## src/rtl/data_packer.sv

```systemverilog
// data_packer: packs PACK input words into one wide beat, flushing early on last; DATA_PACKER_WORD_CNT_EN adds data_out_cnt
module data_packer #(
    parameter int DATA_IN_W = 32,
    parameter int PACK      = 4,
    parameter int CNT_W     = $clog2(PACK) + 1
) (
    input  logic                      clk,
    input  logic                      nrst,
    input  logic                      en,
    input  logic                      sync_rst,
    input  logic [DATA_IN_W-1:0]      data_in,
    input  logic                      data_in_last,
    input  logic                      data_in_valid,
    output logic                      data_in_ready,
    output logic [DATA_IN_W*PACK-1:0] data_out,
    output logic                      data_out_last,
    output logic                      data_out_valid,
    input  logic                      data_out_ready
`ifdef DATA_PACKER_WORD_CNT_EN
    ,
    output logic [CNT_W-1:0]          data_out_cnt
`endif
);
    localparam logic [CNT_W-1:0] LAST_LANE = CNT_W'(PACK - 1);
    logic [CNT_W-1:0]          word_cnt;
    logic [DATA_IN_W*PACK-1:0] acc;
    logic [DATA_IN_W*PACK-1:0] merged;
    logic                      in_shake;
    logic                      out_shake;
    logic                      complete;
    assign data_in_ready = en & ~sync_rst & (~data_out_valid | data_out_ready);
    assign in_shake      = data_in_valid & data_in_ready;
    assign out_shake     = data_out_valid & data_out_ready;
    assign complete      = in_shake & ((word_cnt == LAST_LANE) | data_in_last);
    // accumulator with the incoming word dropped into lane word_cnt, lanes above it zeroed
    always_comb begin
        merged = '0;
        for (int k = 0; k < PACK; k++)
            merged[k*DATA_IN_W +: DATA_IN_W] = (CNT_W'(k) < word_cnt) ? acc[k*DATA_IN_W +: DATA_IN_W] :
                                               (CNT_W'(k) == word_cnt) ? data_in : '0;
    end
    // word accumulation and output beat register; a completing word may replace a beat being taken
    always_ff @(posedge clk or negedge nrst) begin
        if (!nrst) begin
            word_cnt       <= '0;
            acc            <= '0;
            data_out       <= '0;
            data_out_last  <= 1'b0;
            data_out_valid <= 1'b0;
        end else if (sync_rst) begin
            word_cnt       <= '0;
            acc            <= '0;
            data_out       <= '0;
            data_out_last  <= 1'b0;
            data_out_valid <= 1'b0;
        end else if (complete) begin
            word_cnt       <= '0;
            acc            <= '0;
            data_out       <= merged;
            data_out_last  <= data_in_last;
            data_out_valid <= 1'b1;
        end else begin
            if (in_shake) begin
                word_cnt <= word_cnt + CNT_W'(1);
                acc      <= merged;
            end
            if (out_shake)
                data_out_valid <= 1'b0;
        end
    end
`ifdef DATA_PACKER_WORD_CNT_EN
    // number of populated lanes, loaded alongside data_out
    always_ff @(posedge clk or negedge nrst) begin
        if (!nrst)
            data_out_cnt <= '0;
        else if (sync_rst)
            data_out_cnt <= '0;
        else if (complete)
            data_out_cnt <= word_cnt + CNT_W'(1);
    end
`endif
endmodule

```

## config.mk

```make
export PLATFORM = sky130hd
export DESIGN_NAME = data_packer
export DESIGN_NICKNAME = d
export VERILOG_FILES = /design/src/rtl/data_packer.sv
export SDC_FILE = /design/constraint.sdc
export NUM_CORES = 1
export LEC_CHECK = 0
export ABC_CLOCK_PERIOD_IN_PS = 3700
export CORE_AREA = 2 2 184 186
export CTS_CLUSTER_DIAMETER = 60
export DETAILED_ROUTE_END_ITERATION = 7
export DIE_AREA = 0 0 186 188
export GPL_ROUTABILITY_DRIVEN = 0
export PLACE_DENSITY = 0.59
export SYNTH_ARGS = -nofsm -noshare
export SYNTH_HDL_FRONTEND = slang
export SYNTH_SLANG_ARGS = --single-unit
```

## constraint.sdc

```tcl
create_clock -name clk -period 3.7 [get_ports clk]
set_clock_uncertainty 0.05 [all_clocks]
set_input_delay 0.74 -clock clk [delete_from_list [all_inputs] [get_ports clk]]
set_output_delay 0.74 -clock clk [all_outputs]
set_load 0.01 [all_outputs]
```

### After elaboration in Yosys (flattened, before gate mapping)

Index checks and enable logic that the tools add are counted.

* register bits: 261
* output and inout bits: 131
* word-level logic and storage cells: 48

* $add $sub $neg: 1
* order comparisons: 4
* equality and inequality tests: 4
* muxes and demuxes: 21
* bitwise logic cells: 9
* reduce and logical (&&, ||, !) cells: 4

Operators by type and width (count)
* 128-bit 2-to-1 mux: 5
* 32-bit 2-to-1 mux: 8
* 3-bit 2-to-1 mux: 3
* 2-bit by 3-bit equality test with 1-bit output, first input constant: 2
* 1-bit by 3-bit less-than comparator with 1-bit output, first input constant: 2
* 2-bit by 3-bit less-than comparator with 1-bit output, first input constant: 2
* 3-bit nonzero test: 2
* 1-bit AND: 5
* 1-bit 2-to-1 mux: 5
* 3-bit by 1-bit adder with 3-bit output, second input constant: 1
* 1-bit by 3-bit equality test with 1-bit output, first input constant: 1
* 3-bit by 2-bit equality test with 1-bit output, second input constant: 1
* 3-bit zero test: 1
* 1-bit NOT: 2
* 1-bit bitwise OR: 2
* 2-bit nonzero test: 1

### Longest topological paths before layout

Gate-level depths: netlist (run 1).

* word-level depth: 7
* mapped depth: 9

### Worst setup path after synthesis (run 1)

Ideal clock, no wire load.

* kind: input-to-output
* start point: input port en
* end point: output port data_in_ready
* data arrival time: 1.617 ns
* setup slack: 1.293 ns
* cell stages on the path: 5
* buffers on the path: 3
* path through: buf_2 > inv_1 > clkbuf_1 > clkbuf_1 > nor3_1

* word-level cells in the longest chain between the ends: 2

Ends and longest elaborated chain
* start, declared: RTL line 9 `input logic en,`
* 1-bit AND (2 in a row): RTL line 31 `assign data_in_ready = en & ~sync_rst & (~data_out_valid | data_out_ready);`
* end, declared: RTL line 14 `output logic data_in_ready,`

Every way passes these cells.

### Worst setup path in the final report (run 1)

Same ends and word-level chain as after synthesis.

==> parameters.txt, run 1 <==
Parameter                              Value

Worst setup path
  Kind of end point of the critical path ... primary output
  Data arrival at the endpoint of the critical path ... between 2 and 2.5 ns
  R2R Setup Slk ... 0.89 ns
  Startpoint kind of the worst setup timing path ... primary input
  R2R cell count ... 5
  Required time at the worst-slack endpoint ... between 2 and 3 ns
  Worst Path Max Fanout ... 3
  Critical path class ... in -> out

STA
  Final count of hold timing violations ... 0
  Worst-case hold slack ... roughly 0.13 ns
  Final-layout setup total negative slack ... 0 ns
  Setup repair after global routing missed its margin ... no
  Final worst-path cycle share ... between 70% and 80%
  Slew at the pin with the worst max-slew slack ... 1.21 ns
  Worst max-slew margin expressed relative to the limit ... approximately 20%
  Max-slew violation total from the final report ... 0
  F_max ... about 340 MHz
  Worst setup slack after layout ... between 0.7 and 0.8 ns
  Number of endpoints failing setup at the final stage ... 0
  Final critical delay including setup and external delays ... about 2.9 ns

Clocking
  Clk slew on worst S/H paths ... 0.06 ns
  Clk_lat worst skew ... between 0.5 and 0.6 ns
  Post_cts resized ... 0
  Level count of the clock H-tree ... 1
  Hold-fix buffer count after cts ... 0
  Number of buffers inserted during clock tree synthesis ... 31
  Maximum root-to-sink buffer count ... 3
  Clk root buf ... clkbuf_16
  CTS sink count ... roughly 260
  TritonCTS clock tree ... yes
  Number of buffers inserted by post-CTS setup repair ... 0

Final layout
  Final core utilization ... between 40% and 50%
  Most frequent cells in the layout ... dfrtp_1, clkdlybuf4s50_1, nand2_1
  Count of nets after finishing ... around 1400
  Proportion of layout cells with a drive suffix above 1 ... 13.5%
  Area Overhead vs Synth ... 23.6%
  Final instance count without filler cells ... 1784
  Filler Cell Count ... about 3000
  Final std cell area, no fill ... between 15000 and 20000 um^2
  Most common cell after layout, fill and taps aside ... dfrtp_1

Detailed routing
  Number of DRC markers after the initial detailed-route iteration ... 1251
  Post-DR vias/cell ... slightly below 6
  First drt pass iteration count ... 6
  Total detailed-routing wirelength ... between 40000 and 50000 um
  Number of routed nets with antenna violations ... 0
  Routed len/inst ... around 23 um
  Post-route DRC ... 0
  Overall via count from detail_route ... 10650

Floorplanning
  Core footprint ... between 30000 and 40000 um^2
  Vertical extent of the die ... 188 um
  Die area ... approximately 35000 um^2
  Num ports ... 170
  Floorplan row count ... 67
  Chip Width ... approximately 190 um
  Initial cell density of the core ... 39.6%

Min path
  Hold/Removal Path Class ... in -> async

Global routing
  Wire length of the first global-routing pass ... 64900 um
  GRT overflow ... 0
  Global-route total usage across every layer ... a little under a quarter
  Via count of the first global-routing pass ... between 10000 and 15000
  Maximum number of pins on one net before global-route repair ... ~110
  Antenna violations before repair ... 4

Power
  Internal power consumption ... between 5 and 6 mW
  Switching part of the total ... approximately 24%
  Clock network fraction of total power ... between 40 and 50%
  Reg power frac ... between 40% and 50%
  Total design power ... 6.63 mW
  P_leak ... around 7.3 nW
  Psw ... 1.62 mW
  Total power divided by cell area ... approximately 410 nW/um^2
  Worst VDD drop ... around 0.34 mV
  Logic gate share of total power ... 7.6%

Yosys
  Dominant cells by area after synthesis ... dfrtp_1, mux2i_1, o311ai_0
  Synth Net Count ... about 1300
  Post-synth top area share ... approximately half
  Cell type with the highest aggregate area in the netlist ... dfrtp_1
  Yosys reg bits ... between 200 and 300
  Portion of the post-synthesis area used by sequential elements ... around 50%
  Mean Syn Cell Area ... ~11 um^2
  Syn. warnings ... 0
  Post-synthesis instance area ... about 13000 um^2
  Number of instances in the synthesized netlist ... ~1200
  Count of cell types in the netlist ... 41

Place
  Total of buffers placed on input and output ports ... ~170
  Half-perimeter wire length of the detailed placement result ... between 20000 and 25000 um
  Placed Instance Area ... ~15000 um^2
  Number of placed instances with taps included ... roughly 1700
  Worst-case setup slack after placement ... 0.624 ns

Status
  Outcome ... finished clean

Flow run
  Number of violations of the max-capacitance limit ... 0
## power by group through the flow
stage | Sequential, mW | Clock [mW] | Combinational, mW
floorplan | 2.95 | 0 | 0.217
global placement | 2.95 | 0 | 0.508
detailed placement | 2.95 | 0 | 0.506
CTS | 2.90 | 3.28 | 0.507
global route | 2.90 | 3.41 | 0.540
finish | 2.90 | 3.23 | 0.507
## critical path, stage by stage
cell and delay [ns]:
clkdlybuf4s50_1 0.55, inv_1 0.07, nor3_1 0.19, clkdlybuf4s50_1 0.57
## sequential cells by signal, summed over array words and instances, names as in the netlist
name / flops
acc: 128
data_out: 128
data_out_last: 1
word_cnt: 3
data_out_valid: 1
## synth_stat cells (all sizes together)
cell type,number
dfrtp,261
o211ai,1
nand2,129
and3,1
and3b,1
or3,1
mux2i,123
nor2,3
inv,34
nor3,2
clkbuf,94
or2,1
o311a,7
a22oi,31
o21a,24
a31o,38
a41oi,1
o41ai,3
o31ai,65
ha,3
a311oi,30
nor2b,72
nand3,1
o31a,33
and2,36
a31oi,56
buf,54
mux2,38
o21ai,9
o311ai,61
nand4,2
nand2b,2
o2111ai,1
a21oi,2
or4b,1
## per-layer routing
layer | up-vias | share of wire (%) | track usage, %
met5 | - | 0 | 0
met4 | 0 | 4.0 | 9.87
met3 | 85 | 6.1 | 3.24
met2 | 456 | 45 | 34.7
met1 | 5397 | 44 | 35.5
li1 | 4712 | - | -
## kinds of logic after synthesis
kind of cell               Yosys count  synth area share (%)
AOI/OAI and AO/OA                  362                  21.8
DFF                                261                  49.9
and+or+nand+nor                    252                  9.53
buffers and inverters              182                  5.86
muxes                              161                  12.7
adders and majority gates            3                 0.287
## worst paths after layout
kind                                  to        start
setup / recovery           data_in_ready           en
hold / removal              data_out[22]         nrst
setup reg to reg                acc[103]  word_cnt[2]
hold reg to reg                 acc[100]     acc[100]
max in group asynchronous    word_cnt[2]         nrst
min in group clk                acc[100]     acc[100]
## area by class of cell
cell class	instances	area (um^2)	share of cell area [%]
Clock buffer	42	907	5.60
Multi-Input combinational cell	778	5850	36.1
Sequential cell	261	6540	40.4
Inverter	34	130	0.804
Antenna cell	1	2.50	0.0155
Timing Repair Buffer	204	2020	12.5
Tap cell	448	561	3.46
Clock inverter	16	191	1.18
Note: power is estimated with default switching activity, not from simulation.
==> inputs of run 2 (changes only) <==
- ABC_CLOCK_PERIOD_IN_PS: 3700 -> 2510
- PLACE_DENSITY: 0.59 -> 0.61
- clock period: 3.7 -> 2.51 ns (I/O delays scaled with it)
==> parameters.txt, run 2 (same netlist as run 1, synthesis figures left out) <==
Parameter                              Value

Worst setup path
  Critical path class ... in -> out
  Startpoint kind of the worst setup timing path ... primary input
  Worst Path Max Fanout ... 2 (-1)
  Required time at the worst-slack endpoint ... 1.96 ns (-0.95 ns)
  Slowest cell delay on critical path ... 0.57 ns (about the same)
  Data arrival at the endpoint of the critical path ... 1.87 ns (-0.26 ns)
  Worst path most repeated cell ... clkdlybuf4s50_1
  Category of cells accounting for the largest share of critical-path delay ... buffers and inverters
  Buf+Inv Stages, Crit Path ... 3 (unchanged)
  R2R cell count ... 6 (+1)
  Kind of end point of the critical path ... primary output
  Cell with the biggest individual delay on the critical path ... clkdlybuf4s50_1
  Number of cells on the critical path ... 4 (unchanged)
  Cell-by-cell trace of the critical path ... clkdlybuf4s50_1 > inv_1 > nor3_1 > clkdlybuf4s50_1

Floorplanning
  Num ports ... 170 (unchanged)
  Floorplan row count ... 67 (unchanged)
  Chip Width ... 186 um (unchanged)
  Core footprint ... 33100 um^2 (unchanged)
  Die area ... 35000 um^2 (unchanged)
  Vertical extent of the die ... 188 um (unchanged)
  Initial cell density of the core ... 39.6% (unchanged)

Power
  Worst VDD drop ... 0.524 mV (+52%)
  P_leak ... 7.59 nW (+3.4%)
  Total power divided by cell area ... 575 nW/um^2 (+40%)

Detailed routing
  Post-DR vias/cell ... 5.85 (-1.9%)
  Routed len/inst ... 23.0 um (-1.6%)
  First drt pass iteration count ... 5 (-1)
  Total detailed-routing wirelength ... 41900 um (+0.52%)
  Post-route DRC ... 0 (unchanged)
  Number of DRC markers after the initial detailed-route iteration ... 1225 (-2.1%)
  Overall via count from detail_route ... 10673 (+0.22%)
  Number of routed nets with antenna violations ... 0 (unchanged)

Global routing
  Antenna violations before repair ... 2 (-2)
  Wire length of the first global-routing pass ... 64500 um (-0.57%)
  Maximum number of pins on one net before global-route repair ... 105 (-7.9%)
  Global-route total usage across every layer ... 23.8% (about the same)
  GRT overflow ... 0 (unchanged)
  Via count of the first global-routing pass ... 10418 (-0.17%)

Final layout
  Number of diodes added for antenna fixing ... 0 (-1)
  Most frequent cells in the layout ... dfrtp_1, clkdlybuf4s50_1, nand2_1
  Area Overhead vs Synth ... 27.3%
  Largest registers ... acc (128), data_out (128), word_cnt (3)
  Count of nets after finishing ... 1395 (+3.2%)
  Most common cell after layout, fill and taps aside ... dfrtp_1
  Proportion of layout cells with a drive suffix above 1 ... 15.7% (+2.2 points)

Min path
  Hold/Removal Path Class ... in -> reg
  Number of instances on the worst hold path ... 3

Clocking
  Clk_lat worst skew ... 0.54 ns (-0.02 ns)
  Post_cts resized ... 0 (unchanged)
  Maximum root-to-sink buffer count ... 3 (unchanged)
  CTS sink count ... 261 (unchanged)
  TritonCTS clock tree ... yes
  Number of buffers inserted during clock tree synthesis ... 31 (unchanged)
  Clk root buf ... clkbuf_16
  Clk slew on worst S/H paths ... 0.06 ns (about the same)
  Level count of the clock H-tree ... 1 (unchanged)

Flow run
  Number of violations of the max-capacitance limit ... 0 (unchanged)

STA
  Worst-case hold slack ... 0.388 ns (+0.256 ns)
  Slew at the pin with the worst max-slew slack ... 0.725 ns (-0.482 ns)
  Final count of hold timing violations ... 0 (unchanged)
  Number of endpoints failing setup at the final stage ... 0 (unchanged)
  Final critical delay including setup and external delays ... between 2 and 2.5 ns
  Final-layout setup total negative slack ... 0 ns (unchanged)
  F_max ... between 400 and 500 MHz
  Max-slew violation total from the final report ... 0 (unchanged)
  Final worst-path cycle share ... 96.6%
  Worst max-slew margin expressed relative to the limit ... 51.7% (+32 points)
  Setup repair after global routing missed its margin ... no

Status
  Outcome ... finished clean

Place
  Half-perimeter wire length of the detailed placement result ... 26500 um (+7.1%)
  Total of buffers placed on input and output ports ... 169 (unchanged)
-- run 2: worst paths after layout --
check	start	end	slack, ns
worst max-delay path	en	data_in_ready	0.08
worst min-delay path	sync_rst	data_out[86]	0.39
worst max register to register	word_cnt[1]	data_out[126]	0.47
worst min register to register	acc[109]	acc[109]	0.43
max in group asynchronous	nrst	data_out[11]	1.25
min in group asynchronous	nrst	data_out[112]	0.41
-- run 2: what timing repair did --
item | in CTS | in global routing
endpoints found under the hold margin | 42 | 0
setup buffers | 0 | 0
hold buffers | 1 | 0
-- run 2: stage by stage --
| step | std cells | power, mW | worst slack (ns) | utilization, % | cell area [um^2] |
|---|---|---|---|---|---|
| 2_1_floorplan | 1221 | 4.67 | 0.562 | - | 13100 |
| 3_3_place_gp | 1767 | 5.17 | 0.0623 | 47.3 | 15600 |
| 3_5_place_dp | 1767 | 5.17 | 0.0876 | 47.3 | 15600 |
| 4_1_cts | 1823 | 9.66 | 0.0703 | 50.4 | 16700 |
| 5_1_grt | 1823 | 9.92 | 0.0224 | 50.4 | 16700 |
| 6_report | 1823 | 9.59 | 0.0848 | 50.4 | 16700 |
-- run 2: final cells by class --
class                      count  area (um^2)
multi-input combinational    778         5850
clock buffer                  45          918
inverter                      34          130
sequential                   261         6540
timing repair buffer         247         2580
clock inverter                10          108
tap                          448          561
fill                        2982        16400
-- run 2: power by group --
part           internal [mW]  switching [mW]  total (mW)
Sequential              4.25          0.0256        4.27
Clock                   2.72            1.78        4.49
Combinational          0.276           0.548       0.824
-- run 2: layer usage --
metal  GRT usage [%]  wire length, um
met4            8.57             1690
met5               0               13
met3            3.52             2870
met1            35.9            18900
met2            34.6            18500
-- run 2: worst register-to-register path: stages, from the launching register on --
cell and delay [ns]:
dfrtp_2 0.54, buf_12 0.25, buf_4 0.26, and2_0 0.15, buf_4 0.34, a22oi_1 0.20
mux2i_1 0.18
